`src/rtl/posit_unpack_pipe.sv`:
```
// posit_unpack_pipe: three-stage streaming posit decoder (classify, regime, fields)
// with valid/ready backpressure on both sides.
module posit_unpack_pipe #(
    parameter int NBITS = 32,
    parameter int ES    = 3,
    parameter int SBITS = 9,
    parameter int FBITS = NBITS - 3 - ES
) (
    input  logic             clk,
    input  logic             reset_n,
    input  logic             in_valid,
    output logic             in_ready,
    input  logic [NBITS-1:0] in_posit,
    output logic             out_valid,
    input  logic             out_ready,
    output logic             out_sign,
    output logic             out_zero,
    output logic             out_inf,
    output logic [SBITS-1:0] out_scale,
    output logic [FBITS-1:0] out_frac
);
    localparam int BW = NBITS - 1;
    localparam int MW = $clog2(NBITS);
    localparam int KW = SBITS - ES;
    localparam int RW = ES + FBITS;

    logic             ld1, ld2, ld3;
    logic             v1_q, sign1_q, zero1_q, inf1_q;
    logic [BW-1:0]    body1_q;
    logic             v2_q, sign2_q, zero2_q, inf2_q;
    logic [KW-1:0]    k2_q;
    logic [RW-1:0]    rem2_q;
    logic             v3_q, sign3_q, zero3_q, inf3_q;
    logic [SBITS-1:0] scale3_q;
    logic [FBITS-1:0] frac3_q;

    logic [BW-1:0]    body_d, x_d;
    logic [MW-1:0]    m_d;
    logic [KW-1:0]    k_d;
    logic [RW-1:0]    rem_d;

    assign ld3      = !v3_q | out_ready;
    assign ld2      = !v2_q | ld3;
    assign ld1      = !v1_q | ld2;
    assign in_ready = ld1;

    assign body_d = in_posit[NBITS-1] ? BW'(-in_posit) : in_posit[NBITS-2:0];

    // Regime length m is the leading-zero count of body XOR its top bit.
    // Shifting body[BW-3:0] by m-1 equals shifting body by m+1 and dropping two LSBs.
    always_comb begin
        x_d = body1_q ^ {BW{body1_q[BW-1]}};
        m_d = MW'(BW);
        for (int i = 0; i < BW; i++) if (x_d[i]) m_d = MW'(BW - 1 - i);
        rem_d = (zero1_q | inf1_q) ? '0 : body1_q[BW-3:0] << (m_d - 1'b1);
        k_d   = (zero1_q | inf1_q) ? '0 : body1_q[BW-1] ? KW'(m_d) - 1'b1 : '0 - KW'(m_d);
    end

    always_ff @(posedge clk) begin
        if (!reset_n) begin
            v1_q     <= 1'b0;
            sign1_q  <= 1'b0;
            zero1_q  <= 1'b0;
            inf1_q   <= 1'b0;
            body1_q  <= '0;
            v2_q     <= 1'b0;
            sign2_q  <= 1'b0;
            zero2_q  <= 1'b0;
            inf2_q   <= 1'b0;
            k2_q     <= '0;
            rem2_q   <= '0;
            v3_q     <= 1'b0;
            sign3_q  <= 1'b0;
            zero3_q  <= 1'b0;
            inf3_q   <= 1'b0;
            scale3_q <= '0;
            frac3_q  <= '0;
        end else begin
            if (ld1) begin
                v1_q <= in_valid;
                if (in_valid) begin
                    sign1_q <= in_posit[NBITS-1];
                    zero1_q <= in_posit == '0;
                    inf1_q  <= in_posit == {1'b1, {BW{1'b0}}};
                    body1_q <= body_d;
                end
            end
            if (ld2) begin
                v2_q <= v1_q;
                if (v1_q) begin
                    sign2_q <= sign1_q;
                    zero2_q <= zero1_q;
                    inf2_q  <= inf1_q;
                    k2_q    <= k_d;
                    rem2_q  <= rem_d;
                end
            end
            if (ld3) begin
                v3_q <= v2_q;
                if (v2_q) begin
                    sign3_q  <= sign2_q;
                    zero3_q  <= zero2_q;
                    inf3_q   <= inf2_q;
                    scale3_q <= {k2_q, rem2_q[RW-1 -: ES]};
                    frac3_q  <= rem2_q[FBITS-1:0];
                end
            end
        end
    end

    assign out_valid = v3_q;
    assign out_sign  = sign3_q;
    assign out_zero  = zero3_q;
    assign out_inf   = inf3_q;
    assign out_scale = scale3_q;
    assign out_frac  = frac3_q;
endmodule

```
`config.mk`:
```
export PLATFORM = sky130hd
export DESIGN_NAME = posit_unpack_pipe
export DESIGN_NICKNAME = d
export VERILOG_FILES = /design/src/rtl/posit_unpack_pipe.sv
export SDC_FILE = /design/constraint.sdc
export NUM_CORES = 1
export LEC_CHECK = 0
export ABC_AREA = 1
export BUFFER_PORTS_ARGS = -buffer_cell sky130_fd_sc_hd__buf_2
export CAP_MARGIN = 20
export CORE_MARGIN = 2
export CORE_UTILIZATION = 50
export CTS_CLUSTER_SIZE = 24
export DETAILED_ROUTE_END_ITERATION = 10
export GPL_TIMING_DRIVEN = 0
export PLACE_DENSITY = 0.73
export SLEW_MARGIN = 10
export SYNTH_ARGS = -nofsm -noshare
export SYNTH_HDL_FRONTEND = slang
export SYNTH_SLANG_ARGS = --single-unit
```
`constraint.sdc`:
```
create_clock -name clk -period 3.9 [get_ports clk]
set_input_delay 0.585 -clock clk [delete_from_list [all_inputs] [get_ports clk]]
set_output_delay 0.585 -clock clk [all_outputs]
set_load 0.02 [all_outputs]
```
# Word-level counts from Yosys, hierarchy flattened

Cells that the tools add are included.
W data, S select, Z words.

Register bits after elaboration: 113
Latch bits: 0
Bits in writable memories: 0
Memory bits (read-only): 0
Output and inout bits: 40
Logic and storage cells: 70
Memories: 0

$add $sub $neg: 4
Multiply operators: 0
Divide/modulo/power cells: 0
Order comparisons: 0
Equal/unequal tests: 1
Shift operators: 1
Muxes and demuxes: 35
Bitwise logic cells: 5
Reductions and logical operators: 7

Operators with widths:

| kind                   | number |
|---|---|
| $mux W5                | 30 |
| $eq A32 B32 Y1 const B | 1 |
| $logic_not A32 Y1      | 1 |
| $mux W31               | 1 |
| $neg A31 Y31           | 1 |
| $xor A31 B31 Y31       | 1 |
| $mux W29               | 1 |
| $shl A29 B5 Y29        | 1 |
| $mux W6                | 2 |
| $reduce_and A2 Y1      | 3 |
| $sub A1 B5 Y6 const A  | 1 |
| $sub A5 B1 Y6 const B  | 1 |
| $sub A5 B1 Y5 const B  | 1 |
| $or A1 B1 Y1           | 4 |
| $logic_not A1 Y1       | 3 |
| $mux W1                | 1 |

# Depth between registers and ports, before layout

Word-level depth: 35
Gate-level depth with buffers: 46
Gate-level depth less buffers: 43

# Least setup slack after synthesis

Ideal clock, no wire load.

Path type: flip-flop to flip-flop
From: register body1_q[30]
To: register rem2_q[26]
Arrival time: 3629 ps
Data required time: 3790 ps
Slack: 161 ps
Cell stages (with the launch flop): 47
Buffers on the path: 4
Clock period less this slack: 3739 ps
Cells stage by stage: dfxtp_1 -> buf_6 -> nand2_1 -> nand2_1 -> nand3_1 -> nand2_1 -> nand2_1 -> nand2_1 -> nand2_1 -> nand2_1 -> nand2_1 -> nand2_1 -> nand2_1 -> nand2_1 -> nand2_1 -> nand2_1 -> nand2_1 -> nand2_1 -> [... 11 more ...] -> nand2_1 -> nand2_2 -> nand2_4 -> buf_2 -> inv_1 -> ha_1 -> clkbuf_1 -> inv_1 -> buf_1 -> nand3_1 -> nand2_1 -> nand2_1 -> nand2_1 -> nand2_1 -> nand3_1 -> nand3_1 -> nand2_1 -> inv_1

Cells in the longest elaborated chain, start to end: 35

Ends and longest elaborated chain:

| element                | RTL line | text |
|---|---|---|
| from (decl)            | 29       | `logic [BW-1:0] body1_q;` |
| from (signal assigned) | 85       | `body1_q <= body_d;` |
| $xor A31 B31 Y31 (*)   | 52       | `x_d = body1_q ^ {BW{body1_q[BW-1]}};` |
| $mux W1                | 54       | `for (int i = 0; i < BW; i++) if (x_d[i]) m_d = MW'(BW - 1 - i);` |
| $mux W5 (29 in a row)  | 54       |  |
| $mux W5 (*)            | 54       |  |
| $sub A5 B1 Y5 (*)      | 55       | `rem_d = (zero1_q \| inf1_q) ? '0 : body1_q[BW-3:0] << (m_d - 1'b1);` |
| $shl A29 B5 Y29 (*)    | 55       |  |
| $mux W29 (*)           | 55       |  |
| to (signal assigned)   | 95       | `rem2_q <= rem_d;` |
| to (decl)              | 32       | `logic [RW-1:0] rem2_q;` |

Every way passes the cells marked *; elsewhere a longest branch is shown, timed or not.
A chain may end at the register's enable or synchronous reset.

# Worst setup path after layout

Same ends and word-level chain as after synthesis.

==> results list <==
- Min Hold Slack: ~460 ps
- The worst path in the final design needs a cycle of between 3000 and 4000 ps, including I/O delays and setup.
- Share of the synthesized area in the top cell type: about 33%
* Worst hold path stage count: 2
* Wire length of the first global-routing pass: ~37,000 µm
- Worst Reg2Reg Path Length in Cells: a little over 40
- Based on the critical path, the design can be clocked at up to 0.269 GHz.
* Average cell area after synthesis: 6.28 µm²
- Most numerous cell in the Yosys netlist: sky130_fd_sc_hd__nand2_1
- The worst setup path is launched from a flip-flop.
* Number of H-tree levels: 4
- Core utilization of the finished layout: a little over two thirds
* Drt pass-1 iters: 5
- Global routing used roughly a third of the available tracks.
- Yosys top cell by area: sky130_fd_sc_hd__dfxtp_1
* Max-slew violation total from the final report: 0
- Yosys printed 0 warnings.
- Summing the areas of all xor and xnor instances in the mapped netlist gives between 6 and 7% of the synthesized area.
- STA classifies the critical path endpoint as a flip-flop.
* Arrival time of the worst setup path: 4030 ps
- CTS max path bufs: 2
- Buffers inserted during clock tree synthesis total 17.
- In this run the power density over the cells is approximately 640 mW/mm².
- For this design the static power due to leakage is between 0.004 and 0.005 µW.
- Sequential elements use about 33% of the synthesized area.
- Number of sinks on the clock net: approximately 110
* Average via count per standard cell: between 5 and 6
* Flop-to-flop setup slack: 180 ps
* Unique masters post-synth: 35
* Count of buffers inserted at the top-level ports: 74
- The synthesized netlist devotes less than 1% of its cell area to adder and majority cells.
- The later pin in the worst-skew pair is clocked with a latency of 420 ps.
* Final Hold Fails: 0
- Effective utilization at floorplan: around half
- Min-Delay Endpoint: rem2_q[20]
- Across all layers, the routed design uses 8,141 vias.
* Net count of the mapped netlist: roughly 1,100
- Crit Reg-Reg Endpoint: rem2_q[26]
- Dominant combinational cell family by area after synthesis: simple AND/OR/NAND/NOR gates
- The number of global-route vias before repair is about 7,100.
- Number of violations reported at the end of detailed-routing iteration 0: roughly 650
- Type of the worst min-delay path: reg -> reg
- Most frequent cell on the critical path: sky130_fd_sc_hd__nand2_1
* Weighted congestion at the end of routability-driven global placement: 1.03
* Die area: about 0.015 mm²
- Top Ports: 76
* Type of the worst setup path: reg -> reg
- Die Span Y: between 100 and 150 µm
* Wire length per cell: about 18 µm
- Worst-path maximum fanout: 10
- Synth Cell Area: slightly below 0.007 mm²
- The most used flip-flop cell after synthesis is sky130_fd_sc_hd__dfxtp_1.
- Core outline area: 0.0133 mm²
* Antenna diode count: 0
* Source of the worst register-to-register timing path: body1_q[30]
- Clock Skew: 9.77 ps
* Number of core rows: between 40 and 50
- Largest net degree at the start of global routing: 17
- Fraction of layout instances using a drive strength above 1: a little over a quarter
- Count of final setup violators: 0
- Clock slew seen by the registers of the worst setup and hold paths: around 60 ps
- Register bit count reported by yosys: around 110
- Worst relative slew slack: a little over half
- Crit share post-route: a little over nine tenths
* Synth Area in Simple Gates: between 40 and 50%
- Total routed wirelength: 25,100 µm
- Setup repair after global routing could not meet its margin everywhere.
- Sorting the synthesized cells by how often they occur yields sky130_fd_sc_hd__nand2_1, sky130_fd_sc_hd__nand3_1, sky130_fd_sc_hd__nor2_1.
- Max-cap violations in this run came to 0.
* Run status: finished, final reports clean
- The wire-length estimate of the detail-placed layout is about 19,000 µm.
- ANT nets after route: 0
* Die X: roughly 120 µm
* Area contributors post-synth: sky130_fd_sc_hd__dfxtp_1, sky130_fd_sc_hd__nand3_1, sky130_fd_sc_hd__nand2_1
- Number of synthesized flops with an enable pin: 0
* Worst setup path startpoint: body1_q[30]
- Measured slew at the worst slew-check pin: approximately 700 ps
- TritonCTS clock tree: yes
- Summed over all layers, the global routing overflow is 0.
- Area fraction in compound gates after synthesis: between 10% and 20%
- Post-Syn Instances: roughly 1,100
- Nets: around 1,300
* Crit-path slowest cell: sky130_fd_sc_hd__ha_4
- Master cell of the clock root buffer: sky130_fd_sc_hd__clkbuf_16
- IR analysis of the VDD net gives a maximum drop of just over 0.4 mV.
- Remaining design rule violation count: 0
- The number of antenna violations at the first check in global routing is 0.
- For this run, the slowest stage of the critical path takes around 400 ps.
* Async set-reset flop share out of synthesis: 0%
- Growth of design area from synthesis to finish: 36.3%
- The portion of synthesized area spent on multiplexers is 0%.
- In this run the most critical hold path is launched from rem2_q[20].
* Required arrival time at the worst endpoint: ~4200 ps
==> critical path: cells and delay by family (launching register included) <==
kind | cells | cell delay, ps
adder cells (fa/ha/maj) | 1 | 400
buffers and inverters | 4 | 410
flip-flops | 1 | 380
AND/OR/NAND/NOR | 36 | 2400
==> cell type report <==
| type | instances | area (µm²) |
|---|---|---|
| clock inverter | 15 | 160 |
| inverter | 69 | 279 |
| timing repair buffer | 101 | 656 |
| multi-input combinational | 846 | 4920 |
| fill | 1222 | 3950 |
| tap | 176 | 220 |
| sequential | 113 | 2270 |
| clock buffer | 17 | 425 |
| buffer | 69 | 462 |
==> stage by stage <==
| stage | power, µW | setup TNS (ps) | std cells | setup slack, ps | cell area, µm² |
|---|---|---|---|---|---|
| after floorplan | 2760 | 0 | 1098 | 161 | 6900 |
| after global placement | 3420 | -29350 | 1348 | -1090 | 7490 |
| after detailed placement | 3410 | -29140 | 1348 | -1100 | 7490 |
| after CTS | 5120 | 0 | 1383 | 13.6 | 8310 |
| after global routing | 6270 | -3070 | 1406 | -162 | 9400 |
| final | 6010 | 0 | 1406 | 181 | 9400 |
==> power by group <==
group	switching [µW]	total (µW)	internal, µW
logic	1950	3110	1170
clock network	631	1540	906
registers	90.9	1360	1270
==> metal layers <==
layer	vias to the layer above	global-route usage, %	share of wire (%)	wire length [µm]
li1	3890	-	-	-
met1	3817	45.6	44	11100
met2	348	49.4	44	10900
met3	86	6.67	7.4	1860
met4	0	17.0	5.0	1260
met5	-	0	0	0
==> worst max path at each step <==
stage	to	slack [ps]	cells past startpoint
final	rem2_q[26]	180	41
after global routing	rem2_q[22]	-160	41
after CTS	rem2_q[14]	10	40
after detailed placement	rem2_q[17]	-1100	42
after global placement	rem2_q[17]	-1090	43
after floorplan	rem2_q[26]	160	46
==> registers in the layout, indices dropped and copies added (netlist names), 6 cells and up <==
register,cells
body1_q,31
k2_q,6
rem2_q,29
out_frac,26
out_scale,9
==> kinds of logic (layout without fill, tap and decap cells) <==
family          after synthesis  count (layout)
compound gates              144             144
xor+xnor                     49              49
fa+ha+maj                     2               2
buf+inv                     140             271
flops                       113             113
simple gates                650             651
==> cell usage in the layout (no fill, tap or decap), types with 7 or more instances in the layout <==
cell,Yosys,layout
sky130_fd_sc_hd__xor2_1,15,13
sky130_fd_sc_hd__o221ai_1,11,11
sky130_fd_sc_hd__xnor2_1,32,29
sky130_fd_sc_hd__buf_6,2,9
sky130_fd_sc_hd__inv_1,66,62
sky130_fd_sc_hd__a21oi_2,0,10
sky130_fd_sc_hd__nand3_4,0,12
sky130_fd_sc_hd__inv_6,0,7
sky130_fd_sc_hd__nand4_1,7,7
sky130_fd_sc_hd__buf_2,13,83
sky130_fd_sc_hd__clkbuf_16,0,21
sky130_fd_sc_hd__nand2_1,258,225
sky130_fd_sc_hd__nor3_1,8,8
sky130_fd_sc_hd__dfxtp_1,113,109
sky130_fd_sc_hd__buf_8,0,7
sky130_fd_sc_hd__o21ai_0,67,65
sky130_fd_sc_hd__nand3_1,225,138
sky130_fd_sc_hd__a21oi_1,54,44
sky130_fd_sc_hd__buf_4,3,22
sky130_fd_sc_hd__clkbuf_1,46,37
sky130_fd_sc_hd__nand2_4,1,8
sky130_fd_sc_hd__nand3_2,0,75
sky130_fd_sc_hd__nor2_1,138,132
sky130_fd_sc_hd__nand2_2,1,26
==> repair_timing <==
item / CTS / global route
resized for setup: 60 / 210
pin swaps: 3 / 54
hold buffers: 0 / 0
buffers inserted: 5 / 17
cloned: 0 / 6
endpoints found under the setup margin: 32 / 33
Note: power is estimated with default switching activity, not from simulation.
